==> src/rtl/skid_fifo_buffer.sv <==
// skid_fifo_buffer
//   Ready/valid elastic buffer with a configurable depth. Each beat carries a
//   TLAST-style sideband bit. The buffer also reports its occupancy and an
//   almost-full flag. dout, dout_last and dout_valid come straight from flops.
//   din_ready is decoded only from the level register and the flush input, so
//   it never has a combinational path from dout_ready.
//
// Ports
//   clk          clock
//   rst          synchronous reset, active-high; takes priority over flush
//   flush        synchronous clear of all buffered beats
//   din          input data
//   din_last     end-of-packet marker, stored with its data
//   din_valid    input beat valid
//   din_ready    buffer can accept a beat this cycle
//   dout         output data (reads 0 when dout_valid is 0)
//   dout_last    end-of-packet marker for dout (reads 0 when dout_valid is 0)
//   dout_valid   output beat valid
//   dout_ready   consumer accepts the beat
//   level        number of beats held, 0..DEPTH
//   almost_full  level >= AFULL_THRESH
//
// Storage arrangement
//   A circular array of DEPTH entries holds every buffered beat, including
//   the one currently at the head. The output register is a registered copy
//   of the head entry. Because DEPTH is a power of two, the pointers wrap
//   naturally. The output register is reloaded only from the entry that
//   becomes the head after a pop. Without a pop, that entry is unchanged,
//   so dout stays stable while the consumer stalls.
module skid_fifo_buffer #(
  parameter int DIN_WIDTH    = 32,
  parameter int DEPTH        = 4,
  parameter int AFULL_THRESH = 3,
  parameter int LEVEL_W      = $clog2(DEPTH + 1)
) (
  input  logic                 clk,
  input  logic                 rst,
  input  logic                 flush,
  input  logic [DIN_WIDTH-1:0] din,
  input  logic                 din_last,
  input  logic                 din_valid,
  output logic                 din_ready,
  output logic [DIN_WIDTH-1:0] dout,
  output logic                 dout_last,
  output logic                 dout_valid,
  input  logic                 dout_ready,
  output logic [LEVEL_W-1:0]   level,
  output logic                 almost_full
);

  localparam int PTR_W = (DEPTH > 1) ? $clog2(DEPTH) : 1;
  localparam logic [LEVEL_W-1:0] LEVEL_FULL = LEVEL_W'(DEPTH);
  localparam logic [LEVEL_W-1:0] LEVEL_AF   = LEVEL_W'(AFULL_THRESH);

  // Each entry is {last, data}.
  logic [DIN_WIDTH:0] mem [DEPTH];

  logic [PTR_W-1:0]   wr_ptr;
  logic [PTR_W-1:0]   rd_ptr;
  logic [PTR_W-1:0]   rd_ptr_next;
  logic               accept;
  logic               pop;
  logic [LEVEL_W-1:0] level_after_pop;
  logic [LEVEL_W-1:0] level_next;
  logic [DIN_WIDTH:0] head_next;

  // A full buffer refuses input even if it is popping in the same cycle.
  // This keeps din_ready free of any dependence on dout_ready.
  assign din_ready = (level != LEVEL_FULL) & ~flush;
  assign accept    = din_valid & din_ready;
  assign pop       = dout_valid & dout_ready;

  always_comb begin
    level_after_pop = level - LEVEL_W'(pop);
    level_next      = level_after_pop + LEVEL_W'(accept);
    rd_ptr_next     = rd_ptr + PTR_W'(pop);
    head_next       = '0;
    // After the pop, the new head is either a beat already in the array or,
    // if the array was drained, the beat being accepted right now.
    if (level_after_pop != '0) begin
      head_next = mem[rd_ptr_next];
    end else if (accept) begin
      head_next = {din_last, din};
    end
  end

  // The array data is never cleared. A flush or reset only rewinds the
  // pointers and the level.
  always_ff @(posedge clk) begin
    if (accept) begin
      mem[wr_ptr] <= {din_last, din};
    end
  end

  always_ff @(posedge clk) begin
    if (rst || flush) begin
      level       <= '0;
      wr_ptr      <= '0;
      rd_ptr      <= '0;
      dout_valid  <= 1'b0;
      dout        <= '0;
      dout_last   <= 1'b0;
      almost_full <= 1'b0;
    end else begin
      level       <= level_next;
      wr_ptr      <= wr_ptr + PTR_W'(accept);
      rd_ptr      <= rd_ptr_next;
      dout_valid  <= (level_next != '0);
      {dout_last, dout} <= head_next;
      almost_full <= (level_next >= LEVEL_AF);
    end
  end

endmodule

==> config.mk <==
export PLATFORM = sky130hd
export DESIGN_NAME = skid_fifo_buffer
export DESIGN_NICKNAME = d
export VERILOG_FILES = /design/src/rtl/skid_fifo_buffer.sv
export SDC_FILE = /design/constraint.sdc
export NUM_CORES = 1
export LEC_CHECK = 0
export ABC_AREA = 1
export BUFFER_PORTS_ARGS = -buffer_cell sky130_fd_sc_hd__buf_4
export CORE_ASPECT_RATIO = 1.75
export CORE_MARGIN = 2
export CORE_UTILIZATION = 30
export CTS_CLUSTER_SIZE = 8
export DETAILED_ROUTE_END_ITERATION = 10
export GPL_TIMING_DRIVEN = 0
export PLACE_DENSITY = 0.53
export SYNTH_ARGS = -nofsm -noshare
export SYNTH_HDL_FRONTEND = slang
export SYNTH_SLANG_ARGS = --single-unit
==> constraint.sdc <==
create_clock -name clk -period 7 [get_ports clk]
set_input_delay 0.7 -clock clk [delete_from_list [all_inputs] [get_ports clk]]
set_output_delay 0.7 -clock clk [all_outputs]
set_load 0.02 [all_outputs]
# --- Yosys cells after proc, flatten, opt, wreduce, memory -nomap -nowiden ---
# Memories as Yosys holds them, arrays and structs flattened.
# Cells that the tools add are included.
totals:
  in_bits: 38
  memories: 1
  word_cells: 25
  latchBits: 0
  ramBits: 132
  out_inout_bits: 39
  mem_bits_ro: 0
  regBits: 42
memory_table:
  columns: ["name", "depth", "width", "read_ports", "rd_ports_with_merged_regs", "write_ports", "line_no", "rtl"]
  rows:
  - ["mem", 4, 33, 1, 0, 1, "56", "logic [DIN_WIDTH:0] mem [DEPTH];"]
classes:
  n_mux: 4
  shift: 0
  div_mod_pow: 0
  bitwise: 4
  n_eq_ne: 1
  add_sub_neg: 4
  order_cmp: 1
  mul: 0
  reduce_logical: 3
op_table:
  columns: ["cell", "n"]
  rows:
  - ["33-bit two-way mux", 2]
  - ["3-bit nonzero test", 2]
  - ["2-bit by 1-bit adder with 2-bit output", 2]
  - ["3-bit by 1-bit adder with 3-bit output", 1]
  - ["1-bit bitwise AND", 3]
  - ["3-bit by 2-bit >= comparator with 1-bit output (second input constant)", 1]
  - ["3-bit != test (second input constant)", 1]
  - ["3-bit by 1-bit subtractor with 3-bit output", 1]
  - ["1-bit two-way mux", 2]
  - ["1-bit logical OR", 1]
  - ["1-bit NOT", 1]

# --- Logic depth before layout (Yosys ltp) ---
# Gate-level depths: netlist (run 1).
logic_depth:
  depth_word: 5
  ltp_mapped: 12
  mapped_depth_nobuf: 11

# --- Worst setup path before layout (run 1) ---
# No wires, ideal clock.
synth_timing:
  path_type: "input-to-reg"
  start: "input port flush"
  end: "memory mem[0][0] (netlist name), enable pin"
  stages: 5
  arrival_time_ns: 3.329
  slack_ns: 3.207
  setup_ns: 0.465
  required_ns: 6.535
  n_path_buf: 0
  cell_sequence: "inv_1 > nand2_1 > nor2_4 > inv_1 > nor3_1"
synth_between:
  elab_chain_cells: 5
synth_lines:
  columns: ["element", "line_no", "rtl"]
  rows:
  - ["from (decl)", "38", "input logic flush,"]
  - ["1-bit NOT", "69", "assign din_ready = (level != LEVEL_FULL) & ~flush;"]
  - ["1-bit bitwise AND", "69", null]
  - ["1-bit bitwise AND", "70", "assign accept = din_valid & din_ready;"]
  - ["1-bit two-way mux", "90", "if (accept) begin"]
  - ["1-bit two-way mux (implied by the code)", "91", "mem[wr_ptr] <= {din_last, din};"]
  - ["to (decl)", "56", null]
# Every way passes these cells.

# --- Worst setup path after layout (run 1) ---
layout_timing:
  start: "register level[1]"
  end: "memory mem[0][23] (netlist name), enable pin"
layout_between:
  elab_chain_cells: 5
layout_lines:
  columns: ["element", "line_no", "rtl"]
  rows:
  - ["from (decl)", "47", "output logic [LEVEL_W-1:0] level,"]
  - ["from (signal assigned)", "105", "level <= level_next;"]
  - ["3-bit != test", "69", null]
  - ["1-bit bitwise AND", "69", null]
  - ["1-bit bitwise AND", "70", null]
  - ["1-bit two-way mux", "90", null]
  - ["1-bit two-way mux (implied by the code)", "91", null]
# Every way passes these cells.

==> run summary, run 1 <==
WS Path Type -> register to register
CP startpoint kind -> register
final period utilization -> 34.56%
VDD IR max -> 167.3 µV
Post-CTS Resized -> 0
Detailed Routing Iterations Pass 1 -> 4
Crit. End Element -> register
first-pass GRT wire length -> 27610 µm
Nets -> 888
clock latency on the worst-skew pair -> 0.43 ns
initial DRC count -> 258
Static Leak -> 3.824 nW
share of the synthesized area in the top cell type -> 55.86%
Seq/Total Area, Yosys -> 67.71%
P&R area growth vs syn -> 24.28%
WP data required -> 7.13 ns
Post-Synth XOR/XNOR Area -> 0.2469%
antenna violations before repair -> 0
Placer Congestion -> 0.7557
Synth Area in Simple Gates -> 22.80%
Clock Path Buffers -> 2
crit path cell chain -> inv_2 > nand3_1 > nand2_1 > nor2_4 > inv_1 > nor3_2 > buf_6
Antenna Nets Post-Route -> 0
Synth Area per Inst -> 9.667 µm²
Final WS setup -> 4.581 ns
top cell type by total area after synthesis -> edfxtp_1
Peak Freq -> 413.4 MHz
Worst-Margin Slew -> 0.9978 ns
Buffers on Ports -> 76
total routed wirelength -> 17600 µm
Synth top cells by count -> nand2_1, edfxtp_1, inv_1
critical path's largest stage delay -> 0.78 ns
synth top area cells -> edfxtp_1, nand2_1, dfxtp_1, inv_1, a21oi_1
RSZ-0062 raised after global routing -> false
GRT overflow -> 0
Post-synth top flop -> edfxtp_1
row count -> 74
Filler Cell Count -> 2342
H-tree level count -> 4
largest net degree at the start of global routing -> 17
Adder-Cell Fraction of Synth Area -> 1.058%
Post-CTS Setup Bufs -> 0
die area -> 24950 µm²
Power Dens Cells -> 262.7 nW/µm²
Yosys reg bits -> 174
Die Y -> 207.4 µm
TritonCTS buffer count -> 17
Distinct cells, synth -> 18
clock slew at reported path FFs -> 0.07 ns
Worst Hold Slack -> 0.4777 ns
mux cell area share after synthesis -> 0%
Final Slew Violations -> 0
Final HPWL DP -> 12190 µm
EDFF count, synth -> 132
largest family of logic cells by synthesized area -> simple AND/OR/NAND/NOR gates
Synthesized Nets -> 778
outcome -> complete, no violations
Cell Area, Synth -> 7096 µm²
TNS Setup -> 0 ns
CTS root buffer -> clkbuf_16
crit path max fanout -> 10
Place WS -> 4.208 ns
asr flop ratio synth -> 0%
chip width -> 120.3 µm
number of I/O pins -> 77
all-layer global routing usage -> 14.80%
critical path's slowest cell -> nor3_2
Max-cap violations -> 0
vias post-DR -> 4938
Fin Clk Skew -> 0.008608 ns
Synth Instances -> 734
Hold WC Path Type -> input pin to register
layout cells sized above 1 -> 18.55%
Vias/cell -> 4.253
Synth Area in Compound Gates -> 2.398%
Placeable Area -> 23330 µm²
Routed WL per cell -> 15.16 µm
Final Hold Fails -> 0
Critical Path AT -> 2.55 ns
TritonCTS clock tree -> built
hold buffer count at CTS -> 0
ANT cells -> 0
Rel. slew slack -> 33.12%
post-layout min period -> 2.419 ns
clock sinks -> 174
setup violators final -> 0
vias in the first global route -> 4938
initial core utilization -> 30.41%
Synthesis Warnings -> 0
count leader, synth -> nand2_1
drc violations -> 0
## worst max-delay path, delay by kind of cell (launching register included)
kind	cells	cell delay, ns
buffers and inverters	3	0.49
and+or+nand+nor	4	1.24
DFF	1	0.38
## stage by stage
step	instance area, µm²	std cells	util, %	power, W
after global placement	8046	1114	34.49	0.001411
after floorplan	7096	734	-	0.001310
after global routing	8818	1161	37.79	0.002404
after detailed placement	8235	1129	35.30	0.001416
final	8818	1161	37.79	0.002317
after CTS	8818	1161	37.79	0.002343
## routing by layer
| layer | wire, µm | part of all wire [%] | GRT usage, % | up-vias |
|---|---|---|---|---|
| li1 | - | - | - | 2534 |
| met4 | 406 | 2.3 | 6.736 | 0 |
| met2 | 9554 | 54 | 27.06 | 111 |
| met1 | 6941 | 39 | 16.43 | 2263 |
| met5 | 0 | 0 | 0 | - |
| met3 | 695 | 3.9 | 2.610 | 30 |
## path summary, 6_finish.rpt
| check | startpoint | slack (ns) | cells after the start | to |
|---|---|---|---|---|
| worst min register to register | wr_ptr[1]$_SDFF_PP0_ | 0.59 | 2 | wr_ptr[1]$_SDFF_PP0_ |
| worst max register to register | level[1]$_SDFF_PP0_ | 4.58 | 7 | mem[0][23]$_DFFE_PP_ |
| worst max-delay path | level[1]$_SDFF_PP0_ | 4.58 | 7 | mem[0][23]$_DFFE_PP_ |
| worst min-delay path | din[29] | 0.48 | 1 | mem[3][29]$_DFFE_PP_ |
## registers in the layout, indices dropped and copies added (netlist names)
signal,count
mem,132
dout,32
level,3
rd_ptr,2
wr_ptr,2
almost_full,1
dout_last,1
dout_valid,1
## cell families (layout without fill, tap and decap cells)
group	count (synthesis)	in the layout
and+or+nand+nor	426	426
DFF	174	174
buffers and inverters	92	215
AOI/OAI and AO/OA	34	34
adders and majority gates	6	6
xor gates and xnor gates	2	2
## cell usage in the layout (no fill, tap or decap), drive strengths merged
cell type / n
bufinv: 1
clkbuf: 26
nand2: 376
o21ai: 1
ha: 6
nor2: 43
nor3: 4
nand3b: 1
clkinv: 4
clkinvlp: 3
buf: 118
nand3: 2
edfxtp: 132
a21oi: 33
xnor2: 2
dfxtp: 42
inv: 63
## where the power goes
part	leakage [nW]	switching (W)	internal, W	total [W]
Combinational	2.01	0.000164	0.0000867	0.000251
Sequential	1.54	0.00000629	0.00113	0.00114
Clock	0.279	0.000410	0.000517	0.000926
## final cells by class
class / instances / area, µm² / share of cell area [%]
clock inverters: 13 / 130.1 / 1.476
well taps: 304 / 380.4 / 4.313
repair buffers: 91 / 739.5 / 8.385
multi-input cells: 468 / 1901 / 21.55
plain buffers: 34 / 192.7 / 2.185
clock buffers: 19 / 452.9 / 5.136
flip-flops and latches: 174 / 4805 / 54.48
inverters: 58 / 217.7 / 2.469
No activity file was read; power rests on OpenSTA's default activity.
==> run 2: changes to the inputs <==
- PLACE_DENSITY: 0.53 -> 0.55
- clock period: 7 -> 2.1 ns (I/O delays scaled with it)
==> run summary, run 2 (synthesized netlist as in run 1, its figures left out) <==
Placer Congestion -> 0.7498 (-0.78%)
Die Y -> 207.4 µm (unchanged)
CP endpoint -> mem[2][8]$_DFFE_PP_
most common cell after layout, fill and taps aside -> nand2_1
all-layer global routing usage -> 14.85% (+0.051 points)
Power Dens Cells -> 847.6 nW/µm² (+220%)
most frequent cells in the layout -> nand2_1, edfxtp_1, buf_4
VDD IR max -> 633.2 µV (+280%)
largest register by flop count -> mem
sequential cell area -> 4813 µm² (+0.18%)
largest net degree at the start of global routing -> 17 (unchanged)
multi-input logic area -> 1944 µm² (+2.3%)
Placeable Area -> 23330 µm² (unchanged)
Peak Freq -> 504.2 MHz (+22%)
total routed wirelength -> 17860 µm (+1.5%)
cell area after layout -> 9395 µm² (+6.5%)
Antenna Nets Post-Route -> 0 (unchanged)
final std cells w/o fill -> 1198 (+3.2%)
number of I/O pins -> 77 (unchanged)
Top Registers -> mem (132), dout (32), level (3)
TritonCTS buffer count -> 17 (unchanged)
Fin Clk Skew -> 0.01902 ns (+0.01042 ns)
Crit. End Element -> register
initial DRC count -> 306 (+19%)
H-tree level count -> 4 (unchanged)
initial core utilization -> 30.41% (unchanged)
Final WS setup -> 0.1168 ns (-4.464 ns)
antenna violations before repair -> 0 (unchanged)
Worst-Margin Slew -> 0.7367 ns (-0.2612 ns)
row count -> 74 (unchanged)
Critical path origin -> level[1]$_SDFF_PP0_
# placed instances -> 1122 (-0.62%)
final period utilization -> 94.44% (+60 points)
drc violations -> 0 (unchanged)
P&R area growth vs syn -> 32.41%
ANT cells -> 0 (unchanged)
Rel. slew slack -> 50.89% (+18 points)
Buffers on Ports -> 76 (unchanged)
Clock Path Buffers -> 2 (unchanged)
Final Slew Violations -> 0 (unchanged)
vias in the first global route -> 5067 (+2.6%)
CP startpoint kind -> register
Static Leak -> 4.052 nW (+6.0%)
R2R Path Start -> level[1]$_SDFF_PP0_
Critical Path AT -> 2.13 ns (-0.42 ns)
vias post-DR -> 5148 (+4.3%)
clock sinks -> 174 (unchanged)
Place WS -> -0.2214 ns (-4.430 ns)
power consumption -> 0.007963 W (+240%)
clock latency on the worst-skew pair -> 0.45 ns (+0.02 ns)
outcome -> complete, no violations
chip width -> 120.3 µm (unchanged)
Hold WC Path Type -> input pin to register
area post-placement -> 8319 µm² (+1.0%)
crit path max fanout -> 15 (+5)
Vias/cell -> 4.297 (+1.0%)
clock slew at reported path FFs -> 0.06 ns (about the same)
setup violators final -> 0 (unchanged)
WP data required -> 2.25 ns (-4.88 ns)
first-pass GRT wire length -> 27320 µm (-1.0%)
Routed WL per cell -> 14.91 µm (-1.7%)
Filler Cell Count -> 2286 (-2.4%)
Nets -> 925 (+4.2%)
layout cells sized above 1 -> 19.57% (+1.0 points)
Final HPWL DP -> 12300 µm (+0.88%)
Final Hold Fails -> 0 (unchanged)
post-layout min period -> 1.983 ns (-0.4359 ns)
RR Endpoint -> mem[2][8]$_DFFE_PP_
WS Path Type -> register to register
RSZ-0062 raised after global routing -> true
max reg flops -> 132 (unchanged)
Max-cap violations -> 0 (unchanged)
Detailed Routing Iterations Pass 1 -> 4 (unchanged)
TritonCTS clock tree -> built
die area -> 24950 µm² (unchanged)
R2R cell count -> 8 (+1)
reg2reg setup slack -> 0.12 ns (-4.46 ns)
GRT overflow -> 0 (unchanged)
CTS root buffer -> clkbuf_16
run 2: cell types whose count changed in the layout (fill, tap and decap cells not counted), moves of 4 or more:
cell	previous run	this run
dlygate4sd3_1	0	33
buf_16	0	7
buf_6	14	3
nor3_2	4	0
nor3_4	0	4
buf_4	87	95
run 2: how the worst min path moves through the flow:
stage | from | endpoint | cells after the start
finish | rst | dout_valid$_SDFF_PP0_ | 4
global route | rst | dout_valid$_SDFF_PP0_ | 4
CTS | rst | dout_valid$_SDFF_PP0_ | 4
detailed placement | din[10] | mem[2][10]$_DFFE_PP_ | 1
global placement | din[0] | mem[3][0]$_DFFE_PP_ | 1
floorplan | din[0] | mem[0][0]$_DFFE_PP_ | 0
run 2: power breakdown:
| part | total [W] | leakage [nW] | switching [W] | internal, W |
|---|---|---|---|---|
| Combinational | 0.000931 | 2.22 | 0.000570 | 0.000361 |
| Sequential | 0.00380 | 1.54 | 0.0000231 | 0.00378 |
| Clock | 0.00323 | 0.287 | 0.00133 | 0.00191 |
run 2: metrics by stage:
stage	hold slack [ns]	setup TNS [ns]	util [%]
after floorplan	0.3089	-10.04	-
after global placement	0.4227	-128.54	34.77
after detailed placement	0.4281	-17.62	35.66
after CTS	0.1419	0	40.06
after global routing	0.1411	-0.03176	40.27
final	0.1527	0	40.27
run 2: critical path, stage by stage, from the launching register on:
cell	delay (ns)
dfxtp_4	0.36
inv_2	0.04
nand3_2	0.07
nand2_2	0.08
nor2_4	0.22
clkinvlp_4	0.24
nor3_4	0.31
buf_16	0.20
buf_16	0.17
run 2: area by class of cell:
type,instances,area share (%)
Buffer,34,2.277
Clock buffer,19,4.714
Clock inverter,13,1.731
Inverter,58,2.357
Multi-Input combinational cell,468,20.70
Sequential cell,174,51.23
Tap cell,304,4.048
Timing Repair Buffer,128,12.94
run 2: routing by layer:
| layer | global-route usage [%] | routed length (µm) | part of all wire, % |
|---|---|---|---|
| met1 | 14.72 | 6565 | 37 |
| met2 | 28.29 | 10150 | 57 |
| met3 | 2.967 | 650 | 3.6 |
| met4 | 7.899 | 488 | 2.7 |
| met5 | 0 | 0 | 0 |
run 2: timing repair:
item	4_1_cts	5_1_grt
endpoints found under the setup margin	134	20
gates resized for setup	6	7
buffers inserted	9	2
hold endpoints to repair	132	0
hold buffers	33	0
pin swaps	4	1
==> run 3: changes to the inputs <==
- GPL_TIMING_DRIVEN: 0 -> not set
==> run summary, run 3 (synthesized netlist as in run 1, its figures left out) <==
outcome -> complete, no violations
Vias/cell -> 4.210 (-2.0%)
final period utilization -> 92.27% (-2.2 points)
initial DRC count -> 219 (-28%)
initial core utilization -> 30.41% (unchanged)
Max-cap violations -> 0 (unchanged)
setup violators final -> 0 (unchanged)
H-tree level count -> 4 (unchanged)
Worst Hold Slack -> 0.03548 ns (-0.1172 ns)
Clock Path Buffers -> 2 (unchanged)
Die Y -> 207.4 µm (unchanged)
Top Registers -> mem (132), dout (32), level (3)
Crit. End Element -> register
reg2reg setup slack -> 0.16 ns (+0.05 ns)
vias in the first global route -> 4935 (-2.6%)
Filler Cell Count -> 2303 (+0.74%)
most frequent cells in the layout -> nand2_1, edfxtp_1, buf_4
Final HPWL DP -> 10590 µm (-14%)
vias post-DR -> 4955 (-3.7%)
Worst-Margin Slew -> 0.5357 ns (-0.2009 ns)
Antenna Nets Post-Route -> 0 (unchanged)
layout cells sized above 1 -> 18.44% (-1.1 points)
R2R Path Start -> dout_valid$_SDFF_PP0_
most common cell after layout, fill and taps aside -> nand2_1
Rel. slew slack -> 64.23% (+13 points)
Placer Congestion -> 0.7237 (-3.5%)
R2R cell count -> 11 (+3)
Crit path depth -> 11 (+3)
CP top delay family -> simple AND/OR/NAND/NOR gates
cell mode on critical path -> nand2_1
GRT overflow -> 0 (unchanged)
max reg flops -> 132 (unchanged)
WS Path Type -> register to register
RSZ-0062 raised after global routing -> false
RR Endpoint -> dout[20]$_SDFF_PP0_
crit path max fanout -> 6 (-9)
ANT cells -> 0 (unchanged)
chip width -> 120.3 µm (unchanged)
first-pass GRT wire length -> 25880 µm (-5.3%)
CP endpoint -> dout[20]$_SDFF_PP0_
row count -> 74 (unchanged)
Final Slew Violations -> 0 (unchanged)
Power Dens Cells -> 866.9 nW/µm² (+2.3%)
clock latency on the worst-skew pair -> 0.43 ns (-0.02 ns)
number of I/O pins -> 77 (unchanged)
crit path cell chain -> nand2_2 > inv_1 > ha_2 > ha_4 > nand2_1 > nand3b_1 > buf_12 > buf_4 > nor2_1 > nand2_1 > a21oi_1
CTS root buffer -> clkbuf_16
VDD IR max -> 578.0 µV (-8.7%)
total routed wirelength -> 16460 µm (-7.8%)
sequential cell area -> 4813 µm² (unchanged)
Placeable Area -> 23330 µm² (unchanged)
drc violations -> 0 (unchanged)
critical path's largest stage delay -> 0.32 ns (-0.04 ns)
largest register by flop count -> mem
WP data required -> 2.45 ns (+0.20 ns)
clock slew at reported path FFs -> 0.06 ns (about the same)
TritonCTS clock tree -> built
Fin Clk Skew -> 0.009028 ns (-0.009995 ns)
Hold WC Path Type -> input pin to register
Peak Freq -> 516.1 MHz (+2.4%)
Routed WL per cell -> 13.98 µm (-6.2%)
antenna violations before repair -> 0 (unchanged)
Critical path origin -> dout_valid$_SDFF_PP0_
P&R area growth vs syn -> 30.93%
Buffers on Ports -> 76 (unchanged)
all-layer global routing usage -> 13.74% (-1.1 points)
Final Util -> 39.82% (-0.45 points)
TritonCTS buffer count -> 17 (unchanged)
critical path's slowest cell -> dfxtp_1
Static Leak -> 3.981 nW (-1.7%)
Buf+Inv Stages, Crit Path -> 3 (-1)
post-layout min period -> 1.938 ns (-0.04565 ns)
CP startpoint kind -> register
Nets -> 904 (-2.3%)
Final Hold Fails -> 0 (unchanged)
multi-input logic area -> 1961 µm² (+0.84%)
clock sinks -> 174 (unchanged)
die area -> 24950 µm² (unchanged)
largest net degree at the start of global routing -> 38 (+21)
Critical Path AT -> 2.29 ns (+0.16 ns)
Detailed Routing Iterations Pass 1 -> 4 (unchanged)
run 3: changes by cell type in the layout (fill, tap and decap cells not counted), moves of 4 or more:
cell       delta
clkbuf_16     +4
buf_12        +7
buf_16        -7
buf_2        -13
run 3: worst min-delay path by stage:
stage	startpoint	end	slack, ns	cells past startpoint
CTS	din[17]	mem[1][17]$_DFFE_PP_	0.0008	1
floorplan	din[0]	mem[0][0]$_DFFE_PP_	0.31	0
global placement	din[26]	mem[2][26]$_DFFE_PP_	0.42	1
detailed placement	din[1]	mem[3][1]$_DFFE_PP_	0.42	1
global route	rst	dout_valid$_SDFF_PP0_	0.06	4
finish	rst	dout_valid$_SDFF_PP0_	0.04	4
run 3: metal layers:
metal  vias to the layer above  part of all wire [%]  track usage [%]
met5                         -                     0                0
met4                         0                   1.9            5.453
met3                        16                   2.8            2.775
met2                        73                    55            25.71
met1                      2300                    41            14.86
li1                       2566                     -                -
run 3: worst reg2reg max path: cells and delay by family (launching register included):
family	cells	cell delay, ns
fa+ha+maj	2	0.44
flops	1	0.32
compound gates	1	0.13
buf+inv	3	0.42
simple gates	5	0.54
run 3: repair_timing:
item / CTS / global route
hold buffers: 32 / 1
endpoints found under the hold margin: 128 / 4
resized for setup: 0 / 5
endpoints found under the setup margin: 0 / 8
buffers inserted: 0 / 3
run 3: final cells by class:
| class | instances | share of cell area, % |
|---|---|---|
| inverters | 58 | 2.384 |
| clock inverters | 7 | 1.010 |
| flip-flops and latches | 174 | 51.81 |
| well taps | 304 | 4.094 |
| clock buffers | 25 | 5.912 |
| repair buffers | 141 | 13.68 |
| multi-input cells | 468 | 21.10 |
run 3: power breakdown:
group / switching [W] / leakage (nW) / internal [W]
Sequential: 0.0000261 / 1.54 / 0.00378
Combinational: 0.000536 / 2.13 / 0.000399
Clock: 0.00126 / 0.311 / 0.00206
Total: 0.00182 / 3.98 / 0.00624
run 3: through the flow:
step / TNS [ns] / setup WS [ns] / total power [W] / std cells / instance area (µm²)
floorplan: -10.04 / -0.1096 / 0.004370 / 734 / 7161
global placement: 0 / 0.1552 / 0.004718 / 1108 / 8244
detailed placement: 0 / 0.1155 / 0.004726 / 1108 / 8244
CTS: 0 / 0.1065 / 0.008087 / 1172 / 9208
global route: 0 / 0.009280 / 0.008364 / 1177 / 9290
finish: 0 / 0.1624 / 0.008054 / 1177 / 9290
